--- config.mk ---
export PLATFORM = sky130hd
export DESIGN_NAME = pc_unit
export DESIGN_NICKNAME = d
export VERILOG_FILES = /design/src/rtl/core_pkg.sv /design/src/rtl/pc_range_chk.sv /design/src/rtl/pc_unit.sv
export SDC_FILE = /design/constraint.sdc
export NUM_CORES = 1
export LEC_CHECK = 0
export BUFFER_PORTS_ARGS = -buffer_cell sky130_fd_sc_hd__buf_4
export CAP_MARGIN = 15
export CORE_MARGIN = 2
export CORE_UTILIZATION = 50
export CTS_CLUSTER_SIZE = 8
export DETAILED_ROUTE_END_ITERATION = 7
export PLACE_DENSITY_LB_ADDON = 0.2
export SLEW_MARGIN = 40
export SYNTH_ARGS = -nofsm -noshare
export SYNTH_HDL_FRONTEND = slang
export SYNTH_SLANG_ARGS = --single-unit
export TNS_END_PERCENT = 50
--- constraint.sdc ---
create_clock -name clk -period 2.85 [get_ports clk]
set_clock_uncertainty 0.05 [all_clocks]
set_input_delay 0.1425 -clock clk [delete_from_list [all_inputs] [get_ports clk]]
set_output_delay 0.1425 -clock clk [all_outputs]
set_load 0.02 [all_outputs]
--- src/rtl/core_pkg.sv ---
// core_pkg: shared address map, address type and next-PC select encoding for the pipelined MIPS core
package core_pkg;
  localparam int WIDTH = 32;
  localparam logic [WIDTH-1:0] RESET_VEC = 32'h0000_3000;
  localparam logic [WIDTH-1:0] EXC_VEC   = 32'h0000_4180;
  localparam logic [WIDTH-1:0] IMEM_BASE = 32'h0000_3000;
  localparam logic [WIDTH-1:0] IMEM_SIZE = 32'h0000_3000;
  typedef logic [WIDTH-1:0] addr_t;
  typedef enum logic [2:0] {SEL_EXC, SEL_ERET, SEL_BR, SEL_PEND, SEL_HOLD, SEL_SEQ} npc_sel_e;
endpackage

--- src/rtl/pc_range_chk.sv ---
// pc_range_chk: combinational alignment/window check; addr in, exc=1 when misaligned or outside [IMEM_BASE, IMEM_BASE+IMEM_SIZE)
module pc_range_chk #(
  parameter int WIDTH = core_pkg::WIDTH,
  parameter logic [WIDTH-1:0] IMEM_BASE = core_pkg::IMEM_BASE,
  parameter logic [WIDTH-1:0] IMEM_SIZE = core_pkg::IMEM_SIZE,
  parameter int ALIGN_BITS = 2
) (
  input  logic [WIDTH-1:0] addr,
  output logic             exc
);
  // Upper bound in WIDTH+1 bits so a window ending at 2^WIDTH stays representable
  logic [WIDTH:0] limit;
  assign limit = {1'b0, IMEM_BASE} + {1'b0, IMEM_SIZE};
  assign exc = (addr[ALIGN_BITS-1:0] != '0) || (addr < IMEM_BASE) || ({1'b0, addr} >= limit);
endmodule

--- src/rtl/pc_unit.sv ---
// pc_unit: fetch PC with sequential step, branch/exception/ERET redirects and stall-deferred branches;
// ports: clk, reset, stall_i, br_valid_i/br_target_i, exc_valid_i, eret_valid_i/epc_i -> pc_o, pc_seq_o, fetch_exc_o, pend_valid_o
module pc_unit #(
  parameter int WIDTH = core_pkg::WIDTH,
  parameter logic [WIDTH-1:0] RESET_VEC = core_pkg::RESET_VEC,
  parameter logic [WIDTH-1:0] EXC_VEC = core_pkg::EXC_VEC,
  parameter logic [WIDTH-1:0] IMEM_BASE = core_pkg::IMEM_BASE,
  parameter logic [WIDTH-1:0] IMEM_SIZE = core_pkg::IMEM_SIZE,
  parameter int STEP = 4,
  parameter int ALIGN_BITS = 2
) (
  input  logic             clk,
  input  logic             reset,
  input  logic             stall_i,
  input  logic             br_valid_i,
  input  logic [WIDTH-1:0] br_target_i,
  input  logic             exc_valid_i,
  input  logic             eret_valid_i,
  input  logic [WIDTH-1:0] epc_i,
  output logic [WIDTH-1:0] pc_o,
  output logic [WIDTH-1:0] pc_seq_o,
  output logic             fetch_exc_o,
  output logic             pend_valid_o
);
  import core_pkg::*;
  npc_sel_e sel;
  logic [WIDTH-1:0] pc_nxt, pend_tgt;
  logic pend_v, redirect;
  assign redirect = exc_valid_i || eret_valid_i;
  assign pc_seq_o = pc_o + WIDTH'(STEP);
  assign pend_valid_o = pend_v;
  always_comb begin
    sel = exc_valid_i ? SEL_EXC :
          eret_valid_i ? SEL_ERET :
          (br_valid_i && !stall_i) ? SEL_BR :
          stall_i ? SEL_HOLD :
          pend_v ? SEL_PEND : SEL_SEQ;
    pc_nxt = sel == SEL_EXC  ? EXC_VEC :
             sel == SEL_ERET ? epc_i :
             sel == SEL_BR   ? br_target_i :
             sel == SEL_PEND ? pend_tgt :
             sel == SEL_HOLD ? pc_o : pc_seq_o;
  end
  always_ff @(posedge clk) begin
    if (reset) begin
      pc_o <= RESET_VEC;
      pend_v <= 1'b0;
      pend_tgt <= '0;
    end else begin
      pc_o <= pc_nxt;
      // Pending survives only while stalled and not flushed; a stalled branch (re)loads it
      pend_v <= !redirect && stall_i && (br_valid_i || pend_v);
      if (!redirect && stall_i && br_valid_i) pend_tgt <= br_target_i;
    end
  end
  pc_range_chk #(
    .WIDTH(WIDTH), .IMEM_BASE(IMEM_BASE), .IMEM_SIZE(IMEM_SIZE), .ALIGN_BITS(ALIGN_BITS)
  ) u_chk (
    .addr(pc_o),
    .exc(fetch_exc_o)
  );
endmodule

* After elaboration in Yosys (flattened, before gate mapping)
Cells that the tools add are included.
** Operators by class
- Divide/modulo/power cells :: 0
- Reductions and logical operators :: 13
- Multipliers :: 0
- Eq/ne operators :: 6
- Shift-type cells :: 0
- Multiplexer cells :: 10
- $add $sub $neg :: 1
- Bitwise operators :: 0
- Magnitude comparators :: 2
** Operators with widths (number)
- 2-to-1 mux 32 bit :: 4
- adder 32 x 3 -> 32 bit, second input constant :: 1
- >= comparator 32 x 15 -> 1 bit, second input constant :: 1
- less-than comparator 32 x 14 -> 1 bit, second input constant :: 1
- 2-to-1 mux 15 bit :: 1
- 2-to-1 mux 3 bit :: 5
- == test 3 x 2 -> 1 bit, second input constant :: 2
- != test 5 bit, second input constant :: 1
- logical AND 1 bit :: 4
- logical OR 1 bit :: 4
- != test 4 bit, second input constant :: 1
- == test 3 x 1 -> 1 bit, second input constant :: 1
- == test 3 bit, second input constant :: 1
- zero test 3 bit :: 1
- zero test 1 bit :: 2
- nonzero test 2 bit :: 1
- OR reduction 2 bit :: 1
** Storage, ports and cells
- Latch bits :: 0
- ROM bits :: 0
- Word-level logic and storage cells :: 36
- Output and inout bits :: 66
- Memories :: 0
- Input port bits :: 70
- Bits in registers :: 65
- Bits in writable memories :: 0

* Longest topological paths before layout
Gate-level depths: netlist of the first run.
- Depth after elaboration :: 11
- Depth in mapped cells :: 8
- Gate-level depth less buffers :: 6

* Cells and area by module
From an unflattened synthesis of the first run, not the netlist that was laid out.
** Unflattened totals
- Cells, all modules :: 554
- Area, all modules :: 4053.9 um2
** Modules (own cells, without submodules)
- pc_unit :: seq. area each 1301.2 um2, cells an instance 545, instances 1, area an instance 3997.6 um2
- pc_range_chk :: seq. area each 0.0 um2, cells an instance 9, instances 1, area an instance 56.3 um2

* Worst setup path before layout of the first run
No wires, ideal clock.
- Path type :: reg-to-reg
- Start point :: reg pc_o[2]
- End point :: reg pc_o[20]
- Required time :: 2675 ps
- Period minus slack after synthesis :: 2355 ps
- Buffers on the path :: 0
- Library setup time :: 125 ps
- Data arrival time :: 2180 ps
- Setup slack :: 495 ps
- Cell stages (with the launch flop) :: 7
- Cells stage by stage :: dfxtp_1 ha_1 nand3_1 nor4_4 nand4_1 xnor2_1 o41a_1
** Between the ends
- Longest elaborated chain between the ends :: 5
** Ends and longest elaborated chain
- start: declaration :: line pc_unit.sv:20 : output logic [WIDTH-1:0] pc_o,
- start signal: assignment :: line pc_unit.sv:50 : pc_o <= pc_nxt;
- adder 32 x 3 -> 32 bit :: line pc_unit.sv:30 : assign pc_seq_o = pc_o + WIDTH'(STEP);
- named net pc_seq_o[20] :: line pc_unit.sv:21 : output logic [WIDTH-1:0] pc_seq_o,
- 2-to-1 mux 32 bit :: line pc_unit.sv:42 : sel == SEL_HOLD ? pc_o : pc_seq_o;
- 2-to-1 mux 32 bit :: line pc_unit.sv:41 : sel == SEL_PEND ? pend_tgt :
- 2-to-1 mux 32 bit :: line pc_unit.sv:40 : sel == SEL_BR ? br_target_i :
- 2-to-1 mux 32 bit :: line pc_unit.sv:39 : sel == SEL_ERET ? epc_i :
The timed path passes the listed nets, and every way through them passes these cells. The select of a mux whose other input is x is not followed.
A chain may end at the register's enable or synchronous reset.

* Final worst setup path of the first run
- Start point :: reg pc_o[15]
- End point :: out pc_seq_o[26]
** Between the ends
- Longest elaborated chain between the ends :: 1
** Ends and longest elaborated chain (line)
- adder 32 x 3 -> 32 bit :: pc_unit.sv:30
- end: declaration :: pc_unit.sv:21
Every way passes these cells.

==> results.rst, run 1 <==
.. list-table::
   :header-rows: 1

   * - Metric
     - Value
   * - Max Clock Freq
     - 0.392 GHz
   * - HPWL reported at the end of detailed placement
     - 9.92 mm
   * - Hold_sp
     - br_target_i[19]
   * - Number of sinks handled by clock tree synthesis
     - 65
   * - Pins over their slew limit
     - 0
   * - Utilization after layout
     - 0.688
   * - Endpoint type of the worst setup path
     - primary output
   * - All-layer global routing usage
     - 0.324
   * - Register bit count reported by yosys
     - 65
   * - Warnings, synthesis
     - 0
   * - Vias in the first global route
     - 4445
   * - Cell types occupying the most area after synthesis
     - dfxtp_1 32%, nand2_1 9.9%, a21oi_1 7.7%, nor2_1 4.1%, xnor2_1 3.9%
   * - Share of final-layout standard cells stronger than drive strength 1
     - 0.274
   * - Post-CTS setup repair buffer count
     - 0
   * - Vert. Die Dim
     - 93.9 um
   * - Leak Pwr
     - 2.18 nW
   * - Worst slack after detailed placement
     - 639 ps
   * - Worst setup path category
     - flop to primary output
   * - Number of DRC violations after detailed routing
     - 0
   * - Number of nets in the finished design
     - 736
   * - Count of port buffers added during placement
     - 135
   * - Category of the worst setup path launch point
     - flop
   * - Number of vias per cell
     - 6.20
   * - Final routed wirelength across all metal layers
     - 14.5 mm
   * - RR Startpoint
     - pc_o[15]$_SDFFE_PP0P_
   * - Clock transition at the registers of the reported paths
     - 80 ps
   * - Hold Path Class
     - primary input to flop
   * - Async set or reset register ratio after synthesis
     - 0
   * - Flip-flop cell with the highest count after synthesis
     - dfxtp_1
   * - Highest net fanout along the worst path
     - 15
   * - Hold endpoint
     - pend_tgt[19]$_SDFFE_PP0P_
   * - Full die area
     - 8810 um2
   * - Maximum level of the CTS H-tree
     - 3
   * - Share of synthesized cell area in full adder, half adder and majority cells
     - 0.00620
   * - CTS tree
     - yes
   * - Multiplexer area fraction after synthesis
     - 0.0152
   * - Max stage delay on crit path
     - 560 ps
   * - Cells along the critical path
     - and3_1, and4_1, nand4_1, xnor2_1, buf_4
   * - Area growth syn-to-layout
     - 32.3%
   * - Post-layout min period
     - 2550 ps
   * - Maximum buffer depth of the clock tree
     - 2
   * - Synth Area in Simple Gates
     - 0.281
   * - Count of endpoints failing setup in the final report
     - 0
   * - Diode insertion count for antenna repair
     - 0
   * - Number of unique standard cell types used by synthesis
     - 66
   * - CP Data Required Time
     - 2660 ps
   * - Synthesized area divided by synthesized cell count
     - 7.38 um2
   * - First-pass GRT wire length
     - 22.3 mm
   * - Measured slew at the worst slew-check pin
     - 824 ps
   * - Slowest stage cell on the critical path
     - and4_1
   * - Max-cap violation count
     - 0
   * - Number of cells on the worst hold path
     - 3
   * - Number of hold buffers added after cts
     - 3
   * - CTS buffer count
     - 9
   * - Minimum setup slack among reg-to-reg paths
     - 580 ps
   * - Arr. time, crit path
     - 2360 ps
   * - Unrepaired setup endpoints after global routing
     - no
   * - Post-route worst setup slack
     - 301 ps
   * - Number of fill cells
     - 678
   * - Final weighted congestion in routability-driven placement
     - 0.940
   * - Initial DRC Count
     - 463
   * - Number of instances in the synthesized netlist
     - 547
   * - Combinational family with the most area after synthesis
     - simple AND/OR/NAND/NOR gates
   * - Number of I/O pins
     - 136
   * - Die width
     - 93.9 um
   * - Reg2reg end
     - pc_o[22]$_SDFFE_PP0P_
   * - Setup TNS
     - 0 ps
   * - Proportion of netlist area held by the largest area contributor
     - 0.322
   * - Fraction of the yosys area taken by sequential cells
     - 0.322
   * - Number of cells upsized or downsized after cts
     - 0
   * - Number of cells on the worst reg-to-reg path
     - 5
   * - Router iterations before antenna repair
     - 7
   * - Final Cycle Share
     - 0.894
   * - Post-synthesis share of cell area spent on xor and xnor gates
     - 0.0564
   * - Initial standard-cell utilization of the core
     - 0.520
   * - Number of enable flip-flop cells after synthesis
     - 0
   * - Final number of hold-violating endpoints
     - 0
   * - Standard-cell rows
     - 32
   * - Vias
     - 4780
   * - Total nets after synthesis
     - 619
   * - Clock network latency to the later pin of the worst-skew pair
     - 350 ps
   * - Initial antenna violation count
     - 0
   * - Slew margin rel.
     - 0.451
   * - Cell Area, Synth
     - 4040 um2
   * - Core region area
     - 7770 um2
   * - Leftover overflow at the end of global routing
     - 0
   * - Maximum number of pins on one net before global-route repair
     - 44
   * - Power Density
     - 435 nW/um2
   * - Routed wire length per instance
     - 18.8 um
   * - Outcome
     - finished clean
   * - Complex-gate fraction of the synthesized area
     - 0.259
   * - Area leader, netlist
     - dfxtp_1
   * - Root Buffer Master
     - clkbuf_8
   * - Worst IR drop on VDD
     - 243 uV
   * - Count of nets left with antenna violations after detail routing
     - 0
-- sequential cells by signal, summed over array words and instances, names as in the netlist, named ones only --
signal        count
pc_o             30
pend_tgt         32
pend_valid_o      1
-- power by group --
group          switching [mW]  total [mW]  internal [mW]
registers              0.0438       0.982          0.938
clock network           0.376       0.868          0.492
logic                   0.267       0.474          0.207
-- how the worst max path moves through the flow --
stage	from	to	slack (ps)	cells after the start
after global routing	pc_o[2]$_SDFFE_PP0P_	pc_seq_o[26]	180	7
after floorplan	pc_o[2]$_SDFFE_PP0P_	pc_o[20]$_SDFFE_PP0P_	490	6
final	pc_o[15]$_SDFFE_PP0P_	pc_seq_o[26]	300	5
after CTS	pc_o[15]$_SDFFE_PP0P_	pc_seq_o[26]	350	5
after detailed placement	pc_o[2]$_SDFFE_PP0P_	pc_o[20]$_SDFFE_PP0P_	640	7
after global placement	pc_o[2]$_SDFFE_PP0P_	pc_o[20]$_SDFFE_PP0P_	690	7
-- Yosys cell counts (all sizes together), types with 8 or more instances --
cell type / n
nand3: 19
xor2: 8
clkbuf: 29
nor3: 12
inv: 14
o22ai: 10
nor2: 45
a21oi: 62
o21ai: 15
a221oi: 8
buf: 16
nand2: 106
dfxtp: 65
nor4: 10
xnor2: 18
-- layout by cell type, fill, tap and decap left out, drive strengths merged, types with 3 or more instances in the layout --
| cell type | synthesis | final |
|---|---|---|
| clkbuf | 29 | 11 |
| a31oi | 7 | 7 |
| o221ai | 5 | 5 |
| xnor2 | 18 | 18 |
| a22oi | 7 | 7 |
| nand4b | 4 | 4 |
| mux2i | 5 | 5 |
| nand3 | 19 | 19 |
| o21ai | 15 | 15 |
| a221oi | 8 | 8 |
| and3 | 3 | 3 |
| nand4 | 7 | 7 |
| inv | 14 | 14 |
| buf | 16 | 148 |
| or2 | 3 | 3 |
| nor2 | 45 | 45 |
| o41a | 3 | 3 |
| or3b | 4 | 4 |
| nor3 | 12 | 12 |
| o211ai | 3 | 3 |
| nand2 | 106 | 106 |
| nand2b | 7 | 7 |
| o22ai | 10 | 10 |
| dfxtp | 65 | 65 |
| dlygate4sd3 | 0 | 3 |
| a211oi | 5 | 5 |
| a21oi | 62 | 62 |
| a22o | 4 | 4 |
| nor4 | 10 | 10 |
| xor2 | 8 | 8 |
-- layout make-up --
cell class | count | area (um2) | share of cell area
clock buffer | 11 | 131 | 0.0246
clock inverter | 5 | 80.1 | 0.0150
inverter | 14 | 52.6 | 0.00984
multi-input combinational | 423 | 2510 | 0.470
sequential | 65 | 1300 | 0.244
tap | 102 | 128 | 0.0239
timing repair buffer | 151 | 1140 | 0.214
-- critical path: cells and delay by family, from the launching register on --
kind | cells | cell delay, ps
simple gates | 3 | 1120
flops | 1 | 470
xor+xnor | 1 | 250
buf+inv | 1 | 180
-- logic make-up after synthesis --
kind of cell | after synthesis
and+or+nand+nor | 231
AOI/OAI and AO/OA | 158
DFF | 65
buffers and inverters | 59
xor gates and xnor gates | 26
muxes | 6
adders and majority gates | 2
-- routing by layer --
| metal | vias to the layer above | global-route usage | part of all wire |
|---|---|---|---|
| met2 | 349 | 0.533 | 0.47 |
| li1 | 2206 | - | - |
| met3 | 40 | 0.0570 | 0.11 |
| met1 | 2185 | 0.424 | 0.39 |
| met4 | 0 | 0.117 | 0.025 |
| met5 | - | 0 | 0 |
-- per-stage QoR --
stage / cell area (um2) / hold slack (ps) / std cells / total power [mW]
2_1_floorplan: 4040 / 216 / 547 / 1.24
3_3_place_gp: 5100 / 316 / 752 / 1.45
3_5_place_dp: 5100 / 326 / 752 / 1.46
4_1_cts: 5340 / 0.209 / 771 / 2.31
5_1_grt: 5340 / 6.28 / 771 / 2.40
6_report: 5340 / 3.96 / 771 / 2.32
(Power assumes the default switching activity.)
==> run 2: changes to the inputs <==
==> constraint.sdc (replaced) <==
create_clock -name clk -period 2.85 [get_ports clk]
set_clock_uncertainty 0.05 [all_clocks]
set_input_delay 0.4275 -clock clk [delete_from_list [all_inputs] [get_ports clk]]
set_output_delay 0.4275 -clock clk [all_outputs]
set_load 0.02 [all_outputs]
==> run 2 against run 1 <==
Effect of this change: hold slack gained 240 ps; via count grew 0.15%; first-iteration DRC count shrank 6.0%; critical path type unchanged; critical path depth grew 1; combinational power is essentially flat; count of clock-buffer cells in the layout is the same.
==> results.rst, run 2 (synthesized netlist as in run 1, its figures left out) <==
.. list-table::
   :header-rows: 1

   * - Metric
     - Value
   * - Number of sinks handled by clock tree synthesis
     - 65
   * - Number of I/O pins
     - 136
   * - Most common cell after layout, fill and taps aside
     - buf_4
   * - Flip-flop count of the largest register after layout
     - 32
   * - Power Density
     - 408 nW/um2
   * - Share of final-layout standard cells stronger than drive strength 1
     - 0.285
   * - Worst setup path category
     - flop to primary output
   * - Pins over their slew limit
     - 0
   * - Category of the worst setup path launch point
     - flop
   * - Initial standard-cell utilization of the core
     - 0.520
   * - Count of endpoints failing setup in the final report
     - 0
   * - Most Used Layer, Global Route
     - met2
   * - Area growth syn-to-layout
     - 32.0%
   * - Final routed wirelength across all metal layers
     - 14.6 mm
   * - Unrepaired setup endpoints after global routing
     - no
   * - Root Buffer Master
     - clkbuf_8
   * - Initial antenna violation count
     - 0
   * - Number of DRC violations after detailed routing
     - 0
   * - Number of hold buffers added after cts
     - 0
   * - Arr. time, crit path
     - 2280 ps
   * - Met1 Usage GRT
     - 0.427
   * - HPWL reported at the end of detailed placement
     - 10.2 mm
   * - Routing usage on met3
     - 0.0562
   * - Clock transition at the registers of the reported paths
     - 80 ps
   * - Vias in the first global route
     - 4624
   * - Diode insertion count for antenna repair
     - 0
   * - Vert. Die Dim
     - 93.9 um
   * - Full die area
     - 8810 um2
   * - CTS buffer count
     - 9
   * - Standard-cell rows
     - 32
   * - Measured slew at the worst slew-check pin
     - 787 ps
   * - Maximum number of pins on one net before global-route repair
     - 44
   * - Register ranked first by flip-flop count
     - pend_tgt
   * - Max Clock Freq
     - 0.362 GHz
   * - Final number of hold-violating endpoints
     - 0
   * - Leak Pwr
     - 2.20 nW
   * - Max-cap violation count
     - 0
   * - Final Cycle Share
     - 0.969
   * - Highest net fanout along the worst path
     - 13
   * - CP Data Required Time
     - 2370 ps
   * - Clock network latency to the later pin of the worst-skew pair
     - 350 ps
   * - Post-layout min period
     - 2760 ps
   * - Initial DRC Count
     - 435
   * - Count of port buffers added during placement
     - 135
   * - CTS tree
     - yes
   * - Combined area of the multi-input logic cells
     - 2510 um2
   * - Hold Worst Slack
     - 244 ps
   * - Number of nets in the finished design
     - 741
   * - Router iterations before antenna repair
     - 5
   * - Setup TNS
     - 0 ps
   * - Routed wire length per instance
     - 18.8 um
   * - Maximum level of the CTS H-tree
     - 3
   * - All-layer global routing usage
     - 0.336
   * - Endpoint type of the worst setup path
     - primary output
   * - Die width
     - 93.9 um
   * - Worst IR drop on VDD
     - 232 uV
   * - Final weighted congestion in routability-driven placement
     - 0.937
   * - Outcome
     - finished clean
   * - Vias
     - 4787
   * - Leftover overflow at the end of global routing
     - 0
   * - Slew margin rel.
     - 0.475
   * - Met2 global-route usage
     - 0.561
   * - Commonest cells after routing, fill and taps aside
     - 156 x buf_4, 106 x nand2_1, 65 x dfxtp_1
   * - Count of nets left with antenna violations after detail routing
     - 0
   * - Core region area
     - 7770 um2
   * - Number of vias per cell
     - 6.17
   * - Sequential Area
     - 1300 um2
   * - Hold Path Class
     - primary input to flop
   * - Number of fill cells
     - 698
   * - First-pass GRT wire length
     - 23.3 mm
   * - Maximum buffer depth of the clock tree
     - 2
[run 2: power breakdown]
group / leakage [nW] / internal (mW) / total (mW) / switching (mW)
logic: 1.58 / 0.207 / 0.474 / 0.267
registers: 0.529 / 0.938 / 0.980 / 0.0419
clock network: 0.0891 / 0.337 / 0.722 / 0.386
[run 2: worst max-delay path, cell delays in order, from the launching register on]
cell     delay [ps]
dfxtp_1         460
nand4_1         340
nor4_2          240
buf_4           260
nand3_1         150
xnor2_1         290
buf_4           200
[run 2: final cells by class]
| class | count | share of cell area |
|---|---|---|
| clock inverters | 5 | 0.00587 |
| multi-input cells | 423 | 0.470 |
| inverters | 14 | 0.00985 |
| clock buffers | 11 | 0.0265 |
| well taps | 102 | 0.0239 |
| repair buffers | 156 | 0.220 |
| flip-flops and latches | 65 | 0.244 |
[run 2: path summary, 6_finish.rpt]
kind,from,slack [ps],cells past startpoint,end
max,pc_o[5]$_SDFFE_PP0P_,90,6,pc_seq_o[17]
min,br_target_i[12],240,3,pc_o[12]$_SDFFE_PP1P_
max reg2reg,pc_o[2]$_SDFFE_PP0P_,600,7,pc_o[20]$_SDFFE_PP0P_
min reg2reg,pend_tgt[30]$_SDFFE_PP0P_,410,2,pend_tgt[30]$_SDFFE_PP0P_
[run 2: metal layers]
layer  vias to the layer above  part of all wire
met1                      2255              0.39
met2                       285              0.48
met4                         0             0.027
met5                         -                 0
li1                       2213                 -
met3                        34             0.098
[run 2: timing repair]
item                       CTS  global route
gates resized for setup      0             1
setup buffers                0             1
setup endpoints to repair    0            12
[run 2: per-stage QoR]
step           instances  cell area (um2)  total power [mW]   util  setup WS (ps)
6_report             776             5330              2.18  0.687           88.5
3_5_place_dp         759             5150              1.47  0.663            417
4_1_cts              775             5320              2.17  0.685           16.6
3_3_place_gp         759             5150              1.46  0.663            487
2_1_floorplan        547             4040              1.24      -            427
5_1_grt              776             5330              2.25  0.687           19.7
